`src/rtl/span_fill_if.sv`:
```
// Span-fill bus: span command, z-buffer read port, pixel write port and status.
interface span_fill_if #(
    parameter int ADDR_W = 19
);
    // Pixel write handshake: pix_we is a valid that stays high, with pix_addr,
    // pix_z and pix_color frozen, until a cycle where pix_ready is also high;
    // that cycle transfers exactly one pixel and pix_we drops or moves on.
    logic              draw;
    logic [15:0]       start_x;
    logic [15:0]       end_x;
    logic [15:0]       zout1;
    logic [15:0]       zout2;
    logic [15:0]       y_coord;
    logic [7:0]        color;
    logic              zb_rd_en;
    logic [ADDR_W-1:0] zb_rd_addr;
    logic [15:0]       zb_rd_data;
    logic              pix_we;
    logic              pix_ready;
    logic [ADDR_W-1:0] pix_addr;
    logic [15:0]       pix_z;
    logic [7:0]        pix_color;
    logic              done;
    logic              busy;

    modport slave (
        input  draw, start_x, end_x, zout1, zout2, y_coord, color,
        input  zb_rd_data, pix_ready,
        output zb_rd_en, zb_rd_addr, pix_we, pix_addr, pix_z, pix_color,
        output done, busy
    );

    modport master (
        output draw, start_x, end_x, zout1, zout2, y_coord, color,
        output zb_rd_data, pix_ready,
        input  zb_rd_en, zb_rd_addr, pix_we, pix_addr, pix_z, pix_color,
        input  done, busy
    );
endinterface

```
`src/rtl/span_fill.sv`:
```
// Horizontal span rasteriser with depth interpolation and optional z-test.
// Macro SPAN_FILL_ZTEST_EN enables the z-buffer read/compare (READ/TEST states).
module span_fill #(
    parameter int H_RES  = 640,
    parameter int ADDR_W = 19
) (
    input  logic       clk,
    input  logic       reset,
    span_fill_if.slave io_span,
    output logic [2:0] o_dbg_state
);
    typedef enum logic [2:0] {
        IDLE  = 3'd0,
        DIV   = 3'd1,
        READ  = 3'd2,
        TEST  = 3'd3,
        WRITE = 3'd4,
        STEP  = 3'd5,
        DONE  = 3'd6
    } state_t;

`ifdef SPAN_FILL_ZTEST_EN
    localparam state_t PIX_ENTRY = READ;
`else
    localparam state_t PIX_ENTRY = WRITE;
`endif
    localparam logic [16:0] HRES_L = 17'(H_RES);

    state_t            r_state;
    state_t            w_next;
    logic [15:0]       r_x;
    logic [15:0]       r_end_x;
    logic [15:0]       r_z;
    logic [15:0]       r_dx;
    logic [15:0]       r_quo;
    logic [15:0]       r_rem;
    logic [15:0]       r_err;
    logic              r_sign;
    logic [7:0]        r_color;
    logic [ADDR_W-1:0] r_addr;
    logic [3:0]        r_cnt;

    // Span setup: order endpoints left to right, carrying their depths along.
    logic              w_swap;
    logic [15:0]       w_x_lo;
    logic [15:0]       w_x_hi;
    logic [15:0]       w_z_s;
    logic [15:0]       w_z_e;
    logic              w_neg;
    logic [15:0]       w_adz;
    logic [ADDR_W-1:0] w_base;

    assign w_swap = io_span.start_x > io_span.end_x;
    assign w_x_lo = w_swap ? io_span.end_x : io_span.start_x;
    assign w_x_hi = w_swap ? io_span.start_x : io_span.end_x;
    assign w_z_s  = w_swap ? io_span.zout2 : io_span.zout1;
    assign w_z_e  = w_swap ? io_span.zout1 : io_span.zout2;
    assign w_neg  = w_z_e < w_z_s;
    assign w_adz  = w_neg ? (w_z_s - w_z_e) : (w_z_e - w_z_s);
    assign w_base = ADDR_W'(io_span.y_coord) * ADDR_W'(H_RES) + ADDR_W'(w_x_lo);

    // One restoring-division step: r_quo shifts the dividend out and the quotient in.
    logic [16:0] w_dx17;
    logic [16:0] w_shift;
    logic        w_ge;
    logic [15:0] w_rem_next;

    assign w_dx17     = {1'b0, r_dx};
    assign w_shift    = {r_rem, r_quo[15]};
    assign w_ge       = w_shift >= w_dx17;
    assign w_rem_next = w_ge ? 16'(w_shift - w_dx17) : w_shift[15:0];

    // Depth stepping: z advances by q per pixel plus one whenever the remainder wraps.
    logic [16:0] w_err_sum;
    logic        w_carry;
    logic [15:0] w_err_next;
    logic [15:0] w_zinc;
    logic [15:0] w_x_inc;
    logic        w_last;
    logic        w_cur_clip;
    logic        w_nxt_clip;

    assign w_err_sum  = {1'b0, r_err} + {1'b0, r_rem};
    assign w_carry    = w_err_sum >= w_dx17;
    assign w_err_next = w_carry ? 16'(w_err_sum - w_dx17) : w_err_sum[15:0];
    assign w_zinc     = r_quo + {15'd0, w_carry};
    assign w_x_inc    = r_x + 16'd1;
    assign w_last     = r_x == r_end_x;
    assign w_cur_clip = {1'b0, r_x} >= HRES_L;
    assign w_nxt_clip = {1'b0, w_x_inc} >= HRES_L;

    always_ff @(posedge clk) begin
        if (!reset) begin
            r_state <= IDLE;
        end else begin
            r_state <= w_next;
        end
    end

    always_comb begin
        w_next = r_state;
        case (r_state)
            IDLE, DONE: begin
                if (io_span.draw) begin
                    w_next = DIV;
                end
            end
            DIV: begin
                if (r_cnt == 4'd15) begin
                    w_next = w_cur_clip ? STEP : PIX_ENTRY;
                end
            end
`ifdef SPAN_FILL_ZTEST_EN
            READ: begin
                w_next = TEST;
            end
            TEST: begin
                // Strictly nearer wins; an equal depth leaves the stored pixel alone.
                w_next = (r_z < io_span.zb_rd_data) ? WRITE : STEP;
            end
`endif
            WRITE: begin
                if (io_span.pix_ready) begin
                    w_next = STEP;
                end
            end
            STEP: begin
                if (w_last) begin
                    w_next = DONE;
                end else begin
                    w_next = w_nxt_clip ? STEP : PIX_ENTRY;
                end
            end
            default: begin
                w_next = IDLE;
            end
        endcase
    end

    always_ff @(posedge clk) begin
        if (!reset) begin
            r_x     <= '0;
            r_end_x <= '0;
            r_z     <= '0;
            r_dx    <= '0;
            r_quo   <= '0;
            r_rem   <= '0;
            r_err   <= '0;
            r_sign  <= 1'b0;
            r_color <= '0;
            r_addr  <= '0;
            r_cnt   <= '0;
        end else begin
            case (r_state)
                IDLE, DONE: begin
                    if (io_span.draw) begin
                        r_x     <= w_x_lo;
                        r_end_x <= w_x_hi;
                        r_z     <= w_z_s;
                        r_dx    <= w_x_hi - w_x_lo;
                        r_quo   <= w_adz;
                        r_rem   <= '0;
                        r_err   <= '0;
                        r_sign  <= w_neg;
                        r_color <= io_span.color;
                        r_addr  <= w_base;
                        r_cnt   <= '0;
                    end
                end
                DIV: begin
                    r_cnt <= r_cnt + 4'd1;
                    if (r_cnt == 4'd15 && r_dx == 16'd0) begin
                        r_quo <= '0;
                        r_rem <= '0;
                    end else begin
                        r_quo <= {r_quo[14:0], w_ge};
                        r_rem <= w_rem_next;
                    end
                end
                STEP: begin
                    if (!w_last) begin
                        r_x    <= w_x_inc;
                        r_addr <= r_addr + ADDR_W'(1);
                        r_err  <= w_err_next;
                        r_z    <= r_sign ? (r_z - w_zinc) : (r_z + w_zinc);
                    end
                end
                default: begin
                end
            endcase
        end
    end

    always_comb begin
        io_span.zb_rd_en = 1'b0;
        io_span.pix_we   = 1'b0;
        io_span.done     = 1'b0;
        io_span.busy     = 1'b1;
        case (r_state)
`ifdef SPAN_FILL_ZTEST_EN
            READ:    io_span.zb_rd_en = 1'b1;
`endif
            WRITE:   io_span.pix_we = 1'b1;
            IDLE:    io_span.busy = 1'b0;
            DONE: begin
                io_span.done = 1'b1;
                io_span.busy = 1'b0;
            end
            default: begin
            end
        endcase
    end

`ifndef SPAN_FILL_ZTEST_EN
    logic w_zb_unused;
    assign w_zb_unused = ^io_span.zb_rd_data;
`endif

    assign io_span.zb_rd_addr = r_addr;
    assign io_span.pix_addr   = r_addr;
    assign io_span.pix_z      = r_z;
    assign io_span.pix_color  = r_color;
    assign o_dbg_state        = r_state;
endmodule

```
`src/flat_wrapper.sv`:
```
// flat-port wrapper written by rule: the top's interface ports become plain ports
module span_fill_flat 
#(
    parameter int H_RES  = 640,
    parameter int ADDR_W = 19
)
  (clk, reset, o_dbg_state, io_span_draw, io_span_start_x, io_span_end_x, io_span_zout1, io_span_zout2, io_span_y_coord, io_span_color, io_span_zb_rd_data, io_span_pix_ready, io_span_zb_rd_en, io_span_zb_rd_addr, io_span_pix_we, io_span_pix_addr, io_span_pix_z, io_span_pix_color, io_span_done, io_span_busy);
  span_fill_if #(.ADDR_W(ADDR_W)) io_span_i ();
  input  logic clk;
  input  logic reset;
  output logic [2:0] o_dbg_state;
  input wire logic [$bits(io_span_i.draw)-1:0] io_span_draw;
  input wire logic [$bits(io_span_i.start_x)-1:0] io_span_start_x;
  input wire logic [$bits(io_span_i.end_x)-1:0] io_span_end_x;
  input wire logic [$bits(io_span_i.zout1)-1:0] io_span_zout1;
  input wire logic [$bits(io_span_i.zout2)-1:0] io_span_zout2;
  input wire logic [$bits(io_span_i.y_coord)-1:0] io_span_y_coord;
  input wire logic [$bits(io_span_i.color)-1:0] io_span_color;
  input wire logic [$bits(io_span_i.zb_rd_data)-1:0] io_span_zb_rd_data;
  input wire logic [$bits(io_span_i.pix_ready)-1:0] io_span_pix_ready;
  output wire logic [$bits(io_span_i.zb_rd_en)-1:0] io_span_zb_rd_en;
  output wire logic [$bits(io_span_i.zb_rd_addr)-1:0] io_span_zb_rd_addr;
  output wire logic [$bits(io_span_i.pix_we)-1:0] io_span_pix_we;
  output wire logic [$bits(io_span_i.pix_addr)-1:0] io_span_pix_addr;
  output wire logic [$bits(io_span_i.pix_z)-1:0] io_span_pix_z;
  output wire logic [$bits(io_span_i.pix_color)-1:0] io_span_pix_color;
  output wire logic [$bits(io_span_i.done)-1:0] io_span_done;
  output wire logic [$bits(io_span_i.busy)-1:0] io_span_busy;
  assign io_span_i.draw = io_span_draw;
  assign io_span_i.start_x = io_span_start_x;
  assign io_span_i.end_x = io_span_end_x;
  assign io_span_i.zout1 = io_span_zout1;
  assign io_span_i.zout2 = io_span_zout2;
  assign io_span_i.y_coord = io_span_y_coord;
  assign io_span_i.color = io_span_color;
  assign io_span_i.zb_rd_data = io_span_zb_rd_data;
  assign io_span_i.pix_ready = io_span_pix_ready;
  assign io_span_zb_rd_en = io_span_i.zb_rd_en;
  assign io_span_zb_rd_addr = io_span_i.zb_rd_addr;
  assign io_span_pix_we = io_span_i.pix_we;
  assign io_span_pix_addr = io_span_i.pix_addr;
  assign io_span_pix_z = io_span_i.pix_z;
  assign io_span_pix_color = io_span_i.pix_color;
  assign io_span_done = io_span_i.done;
  assign io_span_busy = io_span_i.busy;
  span_fill #(.H_RES(H_RES), .ADDR_W(ADDR_W)) u_core (.clk(clk), .reset(reset), .io_span(io_span_i), .o_dbg_state(o_dbg_state));
endmodule
```
`config.mk`:
```
export PLATFORM = sky130hd
export DESIGN_NAME = span_fill_flat
export DESIGN_NICKNAME = d
export VERILOG_FILES = /design/src/rtl/span_fill_if.sv /design/src/rtl/span_fill.sv /design/src/flat_wrapper.sv
export SDC_FILE = /design/constraint.sdc
export NUM_CORES = 1
export LEC_CHECK = 0
export ABC_AREA = 1
export BUFFER_PORTS_ARGS = -buffer_cell sky130_fd_sc_hd__buf_2
export CORE_MARGIN = 1.5
export CORE_UTILIZATION = 35
export CTS_BUF_LIST = sky130_fd_sc_hd__clkbuf_4 sky130_fd_sc_hd__clkbuf_8 sky130_fd_sc_hd__clkbuf_16
export DETAILED_ROUTE_END_ITERATION = 6
export GPL_TIMING_DRIVEN = 0
export PLACE_DENSITY = 0.58
export SETUP_SLACK_MARGIN = 0.5
export SKIP_CTS_REPAIR_TIMING = 1
export SLEW_MARGIN = 40
export SYNTH_ARGS = -nofsm -noshare
export SYNTH_HDL_FRONTEND = slang
export SYNTH_SLANG_ARGS = --single-unit
```
`constraint.sdc`:
```
create_clock -name clk -period 7.77 [get_ports clk]
set_input_delay 2.331 -clock clk [delete_from_list [all_inputs] [get_ports clk]]
set_output_delay 2.331 -clock clk [all_outputs]
set_load 0.01 [all_outputs]
```
Word level (Yosys, flattened, before mapping)
Index checks and enable logic that the tools add are counted.

word-level totals
  bits of input ports = 108
  word-level logic and storage cells = 89
  register bits after elaboration = 147
  output and inout bits = 69

cells by class
  add/sub/neg operators = 13
  equal/unequal tests = 10
  magnitude comparators = 6
  multiplexer cells = 37
  reduce and logical (&&, ||, !) cells = 10
  $mul = 1

operators with widths
  kind                     number
  $mux W16                 17
  $pmux W16 S2             5
  $sub A16 B16 Y16         6
  $mux W19                 2
  $pmux W19 S2             1
  $ge A17 B16 Y1           2
  $ge A16 B10 Y1 const B   2
  $add A19 B1 Y19 const B  1
  $add A19 B16 Y19         1
  $add A16 B16 Y17         1
  $add A16 B1 Y16          1
  $add A16 B1 Y16 const B  1
  $add A16 B16 Y16         1
  $eq A16 B16 Y1           1
  $gt A16 B16 Y1           1
  $logic_not A16 Y1        1
  $lt A16 B16 Y1           1
  $mul A16 B3 Y12 const B  1
  $mux W3                  4
  $pmux W3 S4              1
  $eq A3 B3 Y1 const B     3
  $pmux W4 S2              1
  $reduce_and A3 Y1        2
  $mux W1                  5
  other kinds (11)         15

Logic depth before layout (Yosys ltp)
  depth in word-level cells = 7
  gate-level depth with buffers = 45
  depth with buffers taken out = 44

Least setup slack after synthesis
OpenSTA, ideal clock, no wires.

  kind = reg2reg
  start = reg u_core.r_rem[0]
  end = reg u_core.r_z[12] (netlist: u_core.io_span.pix_z[12])
  stages on the path, launching flop included = 45
  library setup time = 70 ps
  setup slack = 1,347 ps
  required time = 7,700 ps
  period minus slack after synthesis = 6,423 ps
  buffers on the path = 1
  arrival = 6,352 ps
  cell sequence = dfxtp_1 > ha_1 > inv_1 > fa_1 > nor2_1 > o21ai_0 > nand2_1 > a21oi_1 > o21ai_0 > xor2_1 > inv_1 > ha_1 > nand2_1 > o21a_1 > o21ai_0 > a21oi_1 > o21bai_1 > nand2_1 > [9 not listed] > xor2_1 > nor2_1 > nand2_1 > nor3_1 > nor2_1 > xnor2_1 > ha_1 > a21oi_1 > o21ai_0 > a21oi_1 > o21ai_0 > nand2_1 > inv_1 > o21ai_0 > nand3_1 > a31oi_1 > o21ai_0 > a21oi_1

between the ends
  cells in the longest elaborated chain, start to end = 7
  elaborated cells on any way between the ends = 8
  classes of those cells = 4 x add/sub; 1 x order compare; 3 x mux

ends and longest elaborated chain
  element                                                      line              RTL
  from (decl)                                                  span_fill.sv:36   logic [15:0] r_rem;
  from (signal assigned)                                       span_fill.sv:177  r_rem <= w_rem_next;
  $add A16 B16 Y17 *                                           span_fill.sv:83   assign w_err_sum = {1'b0, r_err} + {1'b0, r_rem};
  $ge A17 B16 Y1 *                                             span_fill.sv:84   assign w_carry = w_err_sum >= w_dx17;
  $add A16 B1 Y16 *                                            span_fill.sv:86   assign w_zinc = r_quo + {15'd0, w_carry};
  $add A16 B16 Y16 / $sub A16 B16 Y16 (equally long branches)  span_fill.sv:185  r_z <= r_sign ? (r_z - w_zinc) : (r_z + w_zinc);
  $mux W16 *                                                   span_fill.sv:185
  $mux W16 *                                                   span_fill.sv:181  if (!w_last) begin
  $pmux W16 S2 *                                               span_fill.sv:154  case (r_state)
  to (signal assigned)                                         span_fill.sv:159  r_z <= w_z_s;
  to (signal assigned)                                         span_fill.sv:185
  to (decl)                                                    span_fill.sv:33   logic [15:0] r_z;

Mark *: on every way between the ends. The rest lies on a longest branch, timed or not. The select of a mux whose other input is x is not followed.
A chain may end at the register's enable or synchronous reset.

Final worst setup path
Same ends and word-level chain as after synthesis.

==> results.cfg <==
[status]
run_status = completed

[worst_setup_path]
worst_path_max_delay_cell = sky130_fd_sc_hd__fa_1
ff_to_ff_start = u_core.r_rem[0]
worstRegToRegCells = 44
setup.worst_path.end_class = flip-flop
timing.critical_path.arrival_ns = 7.23
timing.critical_path.required_ns = 8.14
critical_path.startpoint_type = flip-flop
path_common_cell = sky130_fd_sc_hd__nand2_1
worst-r2r-setup-slack_ns = 0.91
criticalPathCategory = flip-flop to flip-flop
critical-path-max-stage-delay_ns = 0.41
endpoint = u_core.io_span.pix_z[12]
regToRegEndpoint = u_core.io_span.pix_z[12]
critPathLaunch = u_core.r_rem[0]
cp_max_fo = 5

[floorplan]
floorplan.die_area_sq_um = 44900
die_x_extent_microns = 212
top_level_ports = 177
effective_utilization_at_floorplan = 0.355
core.rowCount = 76
core_region_sq_um = 43100
die_y_microns = 212

[routing]
initialDrtViolationCount = 1376
vias_per_cell = 5.22
via_count = 17100
detailedRoute.firstPassIterationCount = 6
ant_nets = 0
drt-total-wl_microns = 57200
route.detailed.wl_per_inst_microns = 17.5
drcViolationCount = 0

[cts]
clock_sink_count = 147
cts-buffers-inserted = 17
htreeDepth = 4
clk_pin_slew_ns = 0.06
cts_buffer_depth = 2
worstSkewPairLatency_ns = 0.45
tritoncts = yes
ctsRootBufferMaster = sky130_fd_sc_hd__clkbuf_16

[sta]
final_hold_viol_count = 0
tightest_slew_ns = 0.825
setup_violations = 0
timing.final.max_slew_violations = 0
clock-skew-final_ns = 0.0130
slew-limit-headroom = 0.450
layout_worst_path_cycle_share = 0.883
max_clock_freq_ghz = 0.146
timing.final.crit_period_ns = 6.86
grt_setup_unrepaired = no
layout_setup_ws_ns = 0.908

[pwr]
cellLeakagePower_nw = 8.94
max-vdd-ir-drop_mv = 0.226
pwr_density_cell_nw_per_um2 = 413

[yosys]
synthesized_netlist_net_count = 2718
synth-seq-area-share = 0.193
post_synth_instance_area_sq_um = 15300
ys_seq_elements = 147
netlist_instances = 2489
synth_most_common_cell = sky130_fd_sc_hd__nand2_1
synth.area.top_cells = sky130_fd_sc_hd__dfxtp_1 (19%), sky130_fd_sc_hd__nand2_1 (15%), sky130_fd_sc_hd__ha_1 (9.4%), sky130_fd_sc_hd__inv_1 (8.4%), sky130_fd_sc_hd__a21oi_1 (7.9%)
post-synth-top-area-cell = sky130_fd_sc_hd__dfxtp_1
synthArstFlopShare = 0
postSynth.topFlopCell = sky130_fd_sc_hd__dfxtp_1
synth_edf_count = 0
postSynthAreaPerCell_sq_um = 6.14
ys.warnings.count = 0
netlist-cell-type-count = 56
synth_commonest_cells = sky130_fd_sc_hd__nand2_1 (618), sky130_fd_sc_hd__inv_1 (342), sky130_fd_sc_hd__a21oi_1 (242)
synth.top_cell.area_share = 0.193

[worst_hold_path]
hold_class = flip-flop to flip-flop

[layout]
drive_above_1_share = 0.124
areaGrowthSynthToFinish_pct = 15.3
final_design_area_no_fill_sq_um = 17600
layout_fillers = 4740
finalNetCount = 2902
layout.core_utilization = 0.409

[job]
cap_violations = 0

[global_route]
antenna_found_initial = 4
grt_pass1_vias = 16000
gr-total-overflow = 0
grt_max_degree = 17
first_pass_grt_wire_length_microns = 87200
grt_use_total = 0.252

[place]
post_dp_cell_area_sq_um = 16800
port-buffer-count = 155
dp_hpwl_microns = 46400
gp_congestion = 0.980
place_ws_ns = -0.277
[cell usage in the layout, fill, tap and decap left out, drive strengths merged, types with 23 or more instances in the layout]
cell type / synthesis / routed
ha: 115 / 115
o21ai: 213 / 213
nand4: 31 / 31
buf: 52 / 218
inv: 353 / 357
clkbuf: 52 / 70
o211ai: 43 / 43
nand3: 138 / 138
dfxtp: 147 / 147
nor2: 172 / 172
nor3: 31 / 31
a21oi: 252 / 252
a31oi: 23 / 23
xor2: 88 / 88
xnor2: 43 / 43
nand2: 633 / 633
[stage by stage]
step / total power [mW] / std cells / TNS (ns) / hold WS, ns
after floorplan: 4.72 / 2489 / 0 / 0.450
after global placement: 6.04 / 3229 / -0.314 / 0.459
after detailed placement: 6.12 / 3231 / -0.496 / 0.463
after CTS: 7.00 / 3263 / -0.672 / 0.473
after global routing: 7.89 / 3271 / 0 / 0.497
final: 7.28 / 3272 / 0 / 0.471
[kinds of logic (layout without fill, tap and decap cells)]
| family | count (synthesis) | in the layout | synth area share |
|---|---|---|---|
| other cells | 1 | 2 | 0.000245 |
| compound gates | 587 | 587 | 0.217 |
| flops | 147 | 147 | 0.193 |
| simple gates | 1042 | 1042 | 0.288 |
| buf+inv | 460 | 657 | 0.125 |
| xor+xnor | 131 | 131 | 0.0751 |
| fa+ha+maj | 121 | 121 | 0.102 |
[power breakdown]
group	total, mW	switching, mW	leakage, nW	internal [mW]
logic	5.08	3.23	7.45	1.85
registers	1.34	0.321	1.21	1.02
clock network	0.857	0.373	0.282	0.485
[sequential cells by signal (all words and copies together), names as in the netlist]
signal,count
u_core.io_span.pix_addr,19
u_core.io_span.pix_color,8
u_core.io_span.pix_z,16
u_core.o_dbg_state,3
u_core.r_cnt,4
u_core.r_dx,16
u_core.r_end_x,16
u_core.r_err,16
u_core.r_quo,16
u_core.r_rem,16
u_core.r_sign,1
u_core.r_x,16
[worst max-delay path: cells and delay by family (launching register included)]
kind                       cells  cell delay, ns
AOI/OAI and AO/OA             16            2.27
adders and majority gates      6            1.69
and+or+nand+nor               15            1.61
xor gates and xnor gates       3            0.51
DFF                            1            0.37
buffers and inverters          4            0.35
[metal layers]
metal / track usage / vias up / wire (microns)
met2: 0.431 / 567 / 26900
met3: 0.0396 / 90 / 4230
met4: 0.0845 / 0 / 1450
met5: 0 / - / 0
li1: - / 8533 / -
met1: 0.321 / 7902 / 24600
[worst min-delay path by stage]
stage / depth (start not counted) / to / from / slack [ns]
2_1_floorplan: 2 / u_core.r_err[0] / u_core.r_err[0] / 0.45
3_3_place_gp: 2 / u_core.r_err[10] / u_core.r_err[10] / 0.46
3_5_place_dp: 2 / u_core.r_err[5] / u_core.r_err[5] / 0.46
4_1_cts: 2 / u_core.r_err[5] / u_core.r_err[5] / 0.47
5_1_grt: 2 / u_core.r_err[6] / u_core.r_err[6] / 0.50
6_report: 2 / u_core.r_err[10] / u_core.r_err[10] / 0.47
[layout make-up]
cell class | count | area [sq um] | area share
Multi-Input combinational cell | 1882 | 10600 | 0.600
Sequential cell | 147 | 2940 | 0.167
Inverter | 356 | 1340 | 0.0759
Timing Repair Buffer | 165 | 851 | 0.0483
Tap cell | 585 | 732 | 0.0416
Buffer | 104 | 583 | 0.0331
Clock buffer | 19 | 440 | 0.0250
Clock inverter | 13 | 149 | 0.00845
Antenna cell | 1 | 2.50 | 0.000142
(Power assumes the default switching activity.)
